**src/rtl/fb_arbiter.sv**
```systemverilog
// fb_arbiter: frame-RAM port arbiter between VGA scan reads and FIFO-queued host pixel writes.
// Optional macro FB_WR_CLIP_EN discards out-of-range host writes at push and pulses wr_drop.
module fb_arbiter #(
  parameter int unsigned FIFO_DEPTH = 4,
  parameter int unsigned H_ACTIVE   = 640,
  parameter int unsigned V_ACTIVE   = 480
) (
  input  logic        clk_25,
  input  logic        n_rst,
  input  logic [9:0]  x_coordinate,
  input  logic [9:0]  y_coordinate,
  input  logic        video_on,
  input  logic        wr_valid,
  input  logic [9:0]  wr_x,
  input  logic [9:0]  wr_y,
  input  logic [23:0] wr_data,
  output logic        wr_ready,
  output logic        wr_drop,
  output logic [18:0] ram_address,
  output logic        ram_wren,
  output logic [23:0] ram_data,
  input  logic [23:0] ram_q,
  output logic [23:0] pixel_data,
  output logic        pixel_valid
);

  localparam int unsigned AW = (FIFO_DEPTH > 1) ? $clog2(FIFO_DEPTH) : 1;

  localparam logic [1:0] S_IDLE  = 2'd0;
  localparam logic [1:0] S_SCAN  = 2'd1;
  localparam logic [1:0] S_WRITE = 2'd2;

  if (FIFO_DEPTH < 2 || FIFO_DEPTH > 16 || (FIFO_DEPTH & (FIFO_DEPTH - 1)) != 0 ||
      H_ACTIVE > 1024 || V_ACTIVE > 1024) begin : g_param_check
    $error("fb_arbiter: illegal parameter value");
  end

  // y*640 + x without a multiplier.
  function automatic logic [18:0] pix_addr(input logic [9:0] x, input logic [9:0] y);
    logic [18:0] y_ext;
    y_ext = {9'd0, y};
    return (y_ext << 9) + (y_ext << 7) + {9'd0, x};
  endfunction

  logic [18:0]   mem_addr_q [FIFO_DEPTH];
  logic [23:0]   mem_data_q [FIFO_DEPTH];
  logic [AW-1:0] wr_ptr_q, wr_ptr_d, rd_ptr_q, rd_ptr_d;
  logic [AW:0]   count_q, count_d;
  logic [1:0]    state_q, state_d;
  logic          ready_q;
  logic          vo_d1_q, pixel_valid_q;
  logic [18:0]   ram_address_q, ram_address_d;
  logic [23:0]   ram_data_q, ram_data_d;
  logic          ram_wren_q, ram_wren_d;
  logic          full, empty, accept, push, pop;

  assign full     = (count_q == (AW + 1)'(FIFO_DEPTH));
  assign empty    = (count_q == '0);
  assign wr_ready = ready_q & ~full;
  assign accept   = wr_valid & wr_ready;

`ifdef FB_WR_CLIP_EN
  logic in_range, drop_q;
  assign in_range = (32'(wr_x) < H_ACTIVE) && (32'(wr_y) < V_ACTIVE);
  assign push     = accept & in_range;
  assign wr_drop  = drop_q;

  always_ff @(posedge clk_25) begin
    if (!n_rst) drop_q <= 1'b0;
    else        drop_q <= accept & ~in_range;
  end
`else
  assign push    = accept;
  assign wr_drop = 1'b0;
`endif

  // Scan always wins; queued writes only drain during blanking.
  always_comb begin
    state_d = S_IDLE;
    if (video_on)    state_d = S_SCAN;
    else if (!empty) state_d = S_WRITE;
  end

  assign pop = (state_d == S_WRITE);

  always_comb begin
    wr_ptr_d = push ? wr_ptr_q + AW'(1) : wr_ptr_q;
    rd_ptr_d = pop  ? rd_ptr_q + AW'(1) : rd_ptr_q;
    count_d  = count_q + (AW + 1)'(push) - (AW + 1)'(pop);
  end

  always_comb begin
    ram_address_d = ram_address_q;
    ram_data_d    = ram_data_q;
    ram_wren_d    = 1'b0;
    unique case (state_d)
      S_SCAN:  ram_address_d = pix_addr(x_coordinate, y_coordinate);
      S_WRITE: begin
        ram_address_d = mem_addr_q[rd_ptr_q];
        ram_data_d    = mem_data_q[rd_ptr_q];
        ram_wren_d    = 1'b1;
      end
      default: ;
    endcase
  end

  always_ff @(posedge clk_25) begin
    if (!n_rst) begin
      state_q       <= S_IDLE;
      wr_ptr_q      <= '0;
      rd_ptr_q      <= '0;
      count_q       <= '0;
      ready_q       <= 1'b0;
      vo_d1_q       <= 1'b0;
      pixel_valid_q <= 1'b0;
      ram_address_q <= '0;
      ram_data_q    <= '0;
      ram_wren_q    <= 1'b0;
    end else begin
      state_q       <= state_d;
      wr_ptr_q      <= wr_ptr_d;
      rd_ptr_q      <= rd_ptr_d;
      count_q       <= count_d;
      ready_q       <= 1'b1;
      vo_d1_q       <= video_on;
      pixel_valid_q <= vo_d1_q;
      ram_address_q <= ram_address_d;
      ram_data_q    <= ram_data_d;
      ram_wren_q    <= ram_wren_d;
    end
  end

  // Storage needs no reset: the pointers define what is valid.
  always_ff @(posedge clk_25) begin
    if (push) begin
      mem_addr_q[wr_ptr_q] <= pix_addr(wr_x, wr_y);
      mem_data_q[wr_ptr_q] <= wr_data;
    end
  end

  assign ram_address = ram_address_q;
  assign ram_data    = ram_data_q;
  assign ram_wren    = ram_wren_q;
  assign pixel_valid = pixel_valid_q;
  assign pixel_data  = pixel_valid_q ? ram_q : 24'h0;

endmodule

```
**config.mk**
```make
export PLATFORM = sky130hd
export DESIGN_NAME = fb_arbiter
export DESIGN_NICKNAME = d
export VERILOG_FILES = /design/src/rtl/fb_arbiter.sv
export SDC_FILE = /design/constraint.sdc
export NUM_CORES = 1
export LEC_CHECK = 0
export CORE_MARGIN = 10
export CORE_UTILIZATION = 55
export DETAILED_ROUTE_END_ITERATION = 12
export PLACE_DENSITY = 0.85
export SLEW_MARGIN = 5
export SYNTH_ARGS = -nofsm -noshare
export SYNTH_HDL_FRONTEND = slang
export SYNTH_SLANG_ARGS = --single-unit
```
**constraint.sdc**
```tcl
create_clock -name clk_25 -period 4.4 [get_ports clk_25]
set_clock_uncertainty 0.05 [all_clocks]
set_input_delay 0.88 -clock clk_25 [delete_from_list [all_inputs] [get_ports clk_25]]
set_output_delay 0.88 -clock clk_25 [all_outputs]
set_load 0.05 [all_outputs]
```
==> metrics.cfg, run 1 <==
[floorplan]
pin_count = 163
die_h_um = 154
design.core.area_um2 = 17900
rows = 49
die_x_um = 154
dieArea_um2 = 23900
start_util = 0.555

[clock_tree]
clk_pin_slew_worst_paths_ns = 0.06
cts_buffer_depth = 3
cts_htree_levels = 1
postCtsHoldBufs = 0
cts_resized = 0
insertion_delay_ns = 0.50
cts_num_sinks = 228
cts_buffers = 23
cts_tree = built
post_cts_buffers = 0
cts_root_buffer = clkbuf_16

[synthesis]
yosysWarningCount = 0
async_reset_ff_frac = 0
syn_avg_cell_area_um2 = 15.2
syn_area_um2 = 9940
ys.flop_type = edfxtp_1
synth-edff-count = 172
synth_nets = 795
synth_cell_types = 57
syn_inst = 654
synth.area.top_cells = edfxtp_1 (52%), dfxtp_1 (11%), mux4_2 (7.9%)
ys_seq_elements = 228
synth_seq_area_share = 0.632
post-synth-top-count-cell = edfxtp_1
synth_top_area_frac = 0.520
synth_largest_area_cell = edfxtp_1
ys_top_cells_by_count = edfxtp_1 (172), nand2_1 (71), dfxtp_1 (56)

[critical_path]
critPathTopFamily = compound AO/OA/AOI/OAI gates
path_buf_inv = 3
critPathLaunchType = input port
critPathMostFrequentCell = inv_1
cp-end-kind = flip-flop
path_cells = clkdlybuf4s50_1 > inv_1 > fa_1 > inv_1 > ha_1 > a21oi_1 > o21ai_0 > o22ai_1 > o311ai_0
critical_path.max_fanout = 4
slowest_stage = o311ai_0
path_class = in -> reg
required_ns = 4.54
r2r-start = count_q[2]
cpPeakStageDelay_ns = 0.72
startpoint = wr_x[9]
cp.arrival_ns = 3.54

[global_routing]
antenna_found_initial = 2
gr-total-overflow = 0
grt_max_degree = 58
track_usage = 0.179
grt_pass1_wl_um = 34800
grt_pass1_vias = 6470

[min_path]
min_path_type = reg -> reg
min_from = vo_d1_q

[routing]
vias = 6039
drc = 0
wirelength_um = 21700
drtIter0Drc = 375
wl_per_cell_um = 20.5
firstDrtPassIters = 5
drtAntennaViolNets = 0
vias_per_cell = 5.70

[timing]
setup_tns_ns = 0
finalHoldViolCount = 0
period_share = 0.774
setup-violations-final = 0
slew_violations = 0
tightest_slew_ns = 1.18
period_needed_ns = 3.40
max_freq_ghz = 0.294
maxSlewHeadroom = 0.212
grt_setup_unrepaired = no

[power_and_ir_drop]
p_clk_frac = 0.289
peakVddDrop_uv = 350
comb_power_share = 0.281
power.density_nw_per_um2 = 509
total_power_mw = 6.30
pwr-share-seq = 0.430
swShare = 0.308
p_leak_nw = 4.40
p_sw_mw = 1.94
intPower_mw = 4.36

[placed_design]
dp_hpwl_um = 14800
numPortBuffers = 161
gp_congestion = 0.825

[outcome]
outcome = complete, no violations

[cells_and_area]
area_growth_pct = 24.4
drive_gt1_frac = 0.108
antenna_cells = 0
nNetsFinal = 955

[job]
cap_viol_max_count = 0

==> worst register-to-register path: stages, from the launching register on <==
cell and delay, ns:
dfxtp_1 0.34, nor3_2 0.18, buf_4 0.34, or2_2 0.58, inv_4 0.27, ha_1 0.36, inv_1 0.04, ha_1 0.19
fa_1 0.38, xor2_1 0.16, xnor2_1 0.12, and2_1 0.16
==> registers in the layout (all words and copies together), names as in the netlist, named ones only <==
name,count
ram_address,19
vo_d1_q,1
ram_data,24
wr_ptr_q,2
ram_wren,1
count_q,3
mem_data_q,96
rd_ptr_q,2
pixel_valid,1
mem_addr_q,76
ready_q,1
==> final timing paths <==
kind              slack [ns]                 to  cells after the start
setup reg to reg        1.11         count_q[2]                     11
hold reg to reg         0.38        pixel_valid                      1
hold / removal          0.38        pixel_valid                      1
setup / recovery         1.0  mem_addr_q[2][17]                      9
==> final cells by class <==
cell class | instances | area [um^2]
Sequential cell | 228 | 6290
Fill cell | 1155 | 5540
Multi-Input combinational cell | 372 | 3350
Timing Repair Buffer | 165 | 1640
Clock buffer | 27 | 601
Tap cell | 229 | 287
Clock inverter | 15 | 109
Inverter | 24 | 92.6
==> logic make-up after synthesis <==
family / after synthesis / share of synthesized area
muxes: 62 / 0.120
DFF: 228 / 0.632
buffers and inverters: 54 / 0.0312
other: 1 / 0.000377
adders and majority gates: 49 / 0.0655
and+or+nand+nor: 152 / 0.0743
AOI/OAI and AO/OA: 94 / 0.0639
xor gates and xnor gates: 14 / 0.0123
==> power groups by stage <==
stage | combinational (mW) | clock (mW) | sequential (mW)
6_report | 1.77 | 1.82 | 2.71
2_1_floorplan | 1.07 | 0 | 2.95
3_5_place_dp | 1.77 | 0 | 2.76
3_3_place_gp | 1.71 | 0 | 2.75
5_1_grt | 1.90 | 1.94 | 2.74
4_1_cts | 1.78 | 1.85 | 2.72
==> metrics by stage <==
stage	setup slack (ns)	hold WS, ns	cells	instance area (um^2)	util
6_report	0.995	0.385	1060	12400	0.691
3_5_place_dp	0.440	0.372	1018	11700	0.651
2_1_floorplan	1.30	0.362	654	9940	-
5_1_grt	0.770	0.413	1060	12400	0.691
3_3_place_gp	0.718	0.373	1018	11700	0.651
4_1_cts	0.965	0.387	1060	12400	0.691
==> cell usage in the layout, fill, tap and decap left out, types with 4 or more instances in the layout <==
cell type	synthesis	routed
mux4_2	35	35
o211ai_1	4	4
inv_1	23	23
and3_2	0	4
dfxtp_1	56	55
o21ai_1	8	8
nand3_1	6	6
clkbuf_16	0	23
mux4_1	8	8
xor2_1	4	4
xnor2_1	10	10
clkdlybuf4s50_1	0	160
ha_1	44	44
a21oi_1	13	13
mux2_2	4	4
fa_1	5	5
mux2i_1	15	15
and2_1	44	44
edfxtp_1	172	172
o21ai_0	15	15
o21a_1	5	5
clkinv_2	0	7
buf_4	8	4
nand2_1	71	71
a21boi_0	23	23
nor2_1	13	13
==> per-layer routing <==
metal / vias to the layer above / track usage / part of all wire / routed length (um)
met2: 244 / 0.314 / 0.51 / 11100
met5: - / 0 / 0.0011 / 23
met4: 4 / 0.0414 / 0.019 / 408
met3: 34 / 0.0394 / 0.069 / 1500
li1: 2781 / - / - / -
met1: 2976 / 0.222 / 0.40 / 8660
Note: power is estimated with default switching activity, not from simulation.
==> inputs of run 2 (changes only) <==
--- a/config.mk
+++ b/config.mk
@@ -6,9 +6,9 @@
 export NUM_CORES = 1
 export LEC_CHECK = 0
 export CORE_MARGIN = 10
-export CORE_UTILIZATION = 55
+export CORE_UTILIZATION = 48
 export DETAILED_ROUTE_END_ITERATION = 12
-export PLACE_DENSITY = 0.85
+export PLACE_DENSITY = 0.79
 export SLEW_MARGIN = 5
 export SYNTH_ARGS = -nofsm -noshare
 export SYNTH_HDL_FRONTEND = slang
==> constraint.sdc (replaced) <==
create_clock -name clk_25 -period 3.05 [get_ports clk_25]
set_clock_uncertainty 0.05 [all_clocks]
set_input_delay 0.61 -clock clk_25 [delete_from_list [all_inputs] [get_ports clk_25]]
set_output_delay 0.61 -clock clk_25 [all_outputs]
set_load 0.05 [all_outputs]
==> run 2 against run 1 <==
  * Critical path depth up 1
  * Largest cell class unchanged
  * Total power is 46% higher
  * Via count fell by 0.26%
  * Clock power increased by 47%
  * Hold slack improved by 0.0095 ns
  * Highest routed layer is now met4
  * Critical path type unchanged
==> metrics.cfg, run 2 (synthesis gave the netlist of run 1 again) <==
[critical_path]
path_cells = clkdlybuf4s50_1 > inv_1 > fa_1 > inv_1 > fa_1 > a21oi_2 > o211ai_1 > a31o_2 > a21oi_1 > xnor2_1
path_class = in -> reg
critPathTopFamily = adder cells
critPathLaunchType = input port
path_buf_inv = 3
cp.arrival_ns = 3.07
slowest_stage = fa_1
cpPeakStageDelay_ns = 0.49
critical_path.max_fanout = 4
cp-end-kind = flip-flop
required_ns = 3.22

[power_and_ir_drop]
pwr-share-seq = 0.411
intPower_mw = 6.39
peakVddDrop_uv = 474
p_leak_nw = 4.58
power.density_nw_per_um2 = 724
p_sw_mw = 2.82
p_clk_frac = 0.290
comb_power_share = 0.299
total_power_mw = 9.20
swShare = 0.306

[floorplan]
dieArea_um2 = 26900
die_h_um = 164
design.core.area_um2 = 20300
die_x_um = 164
start_util = 0.490
rows = 52
pin_count = 163

[global_routing]
grt_pass1_vias = 6338
gr-total-overflow = 0
grt_pass1_wl_um = 34400
antenna_found_initial = 1
track_usage = 0.160
grt_max_degree = 44

[clock_tree]
cts_resized = 0
cts_num_sinks = 228
cts_tree = built
cts_buffer_depth = 3
insertion_delay_ns = 0.51
clk_pin_slew_worst_paths_ns = 0.07
cts_root_buffer = clkbuf_16
cts_htree_levels = 1
cts_buffers = 24
post_cts_buffers = 0
postCtsHoldBufs = 0

[routing]
drtAntennaViolNets = 0
vias = 6023
drc = 0
wirelength_um = 21700
wl_per_cell_um = 19.2
vias_per_cell = 5.32
firstDrtPassIters = 5
drtIter0Drc = 338

[outcome]
outcome = complete, no violations

[cells_and_area]
drive_gt1_frac = 0.150
layout_common_cells = edfxtp_1 (172), clkdlybuf4s50_1 (153), nand2_1 (71)
regArea_um2 = 6290
area_growth_pct = 27.9
finalInstanceArea_um2 = 12700
nNetsFinal = 985
regMostFlops = mem_data_q
instances_no_fill = 1133
final_common_cell = edfxtp_1
nFillCells = 1466
multi_input_area_um2 = 3370
largest_reg_flops = 96

[placed_design]
dp_hpwl_um = 15000
gp_congestion = 0.875
dp.cells = 1088
numPortBuffers = 161
placed_area_um2 = 12000

[timing]
tightest_slew_ns = 0.602
finalHoldViolCount = 0
grt_setup_unrepaired = no
setup-violations-final = 0
period_share = 0.949
slew_violations = 0
whs_ns = 0.394
maxSlewHeadroom = 0.598
period_needed_ns = 2.90
max_freq_ghz = 0.345

[job]
cap_viol_max_count = 0

[min_path]
min_path_type = reg -> reg

==> run 2: layer usage <==
metal	GRT usage	vias to the layer above	routed length, um
met4	0.0341	0	235
li1	-	2858	-
met3	0.0350	22	1440
met1	0.198	2972	9170
met2	0.281	171	10900
met5	0	-	0
==> run 2: worst register-to-register path: stages, from the launching register on <==
cell and delay, ns:
dfxtp_1 0.40, nor2_1 0.08, a21boi_2 0.23, and2_1 0.22, inv_1 0.09, ha_1 0.29
inv_1 0.04, ha_1 0.19, fa_1 0.38, xor2_1 0.17, xnor2_1 0.13, and2_1 0.15
==> run 2: final cells by class <==
cell class	count	area share
clock inverters	11	0.00551
well taps	270	0.0266
diodes	1	0.000197
flip-flops and latches	228	0.495
multi-input cells	372	0.265
repair buffers	194	0.148
inverters	24	0.00728
clock buffers	33	0.0523
==> run 2: power groups by stage <==
stage	sequential [mW]	clock, mW	combinational (mW)
after global placement	3.84	0	2.72
after detailed placement	3.85	0	2.76
final	3.79	2.67	2.75
after floorplan	4.26	0	1.55
after global routing	3.81	2.85	2.98
after CTS	3.79	2.73	2.78
==> run 2: worst paths after layout <==
path | from | end | slack, ns | cells past startpoint
max | wr_y[0] | mem_addr_q[2][18] | 0.15 | 10
max reg2reg | count_q[1] | count_q[2] | 0.50 | 11
min | vo_d1_q | pixel_valid | 0.39 | 1
min reg2reg | vo_d1_q | pixel_valid | 0.39 | 1
==> run 2: stage by stage <==
step | utilization | setup WS (ns) | TNS, ns
2_1_floorplan | - | 0.220 | 0
3_3_place_gp | 0.589 | -0.323 | -5.08
3_5_place_dp | 0.589 | -0.394 | -6.49
4_1_cts | 0.625 | 0.124 | 0
5_1_grt | 0.626 | 0.00701 | 0
6_report | 0.626 | 0.155 | 0
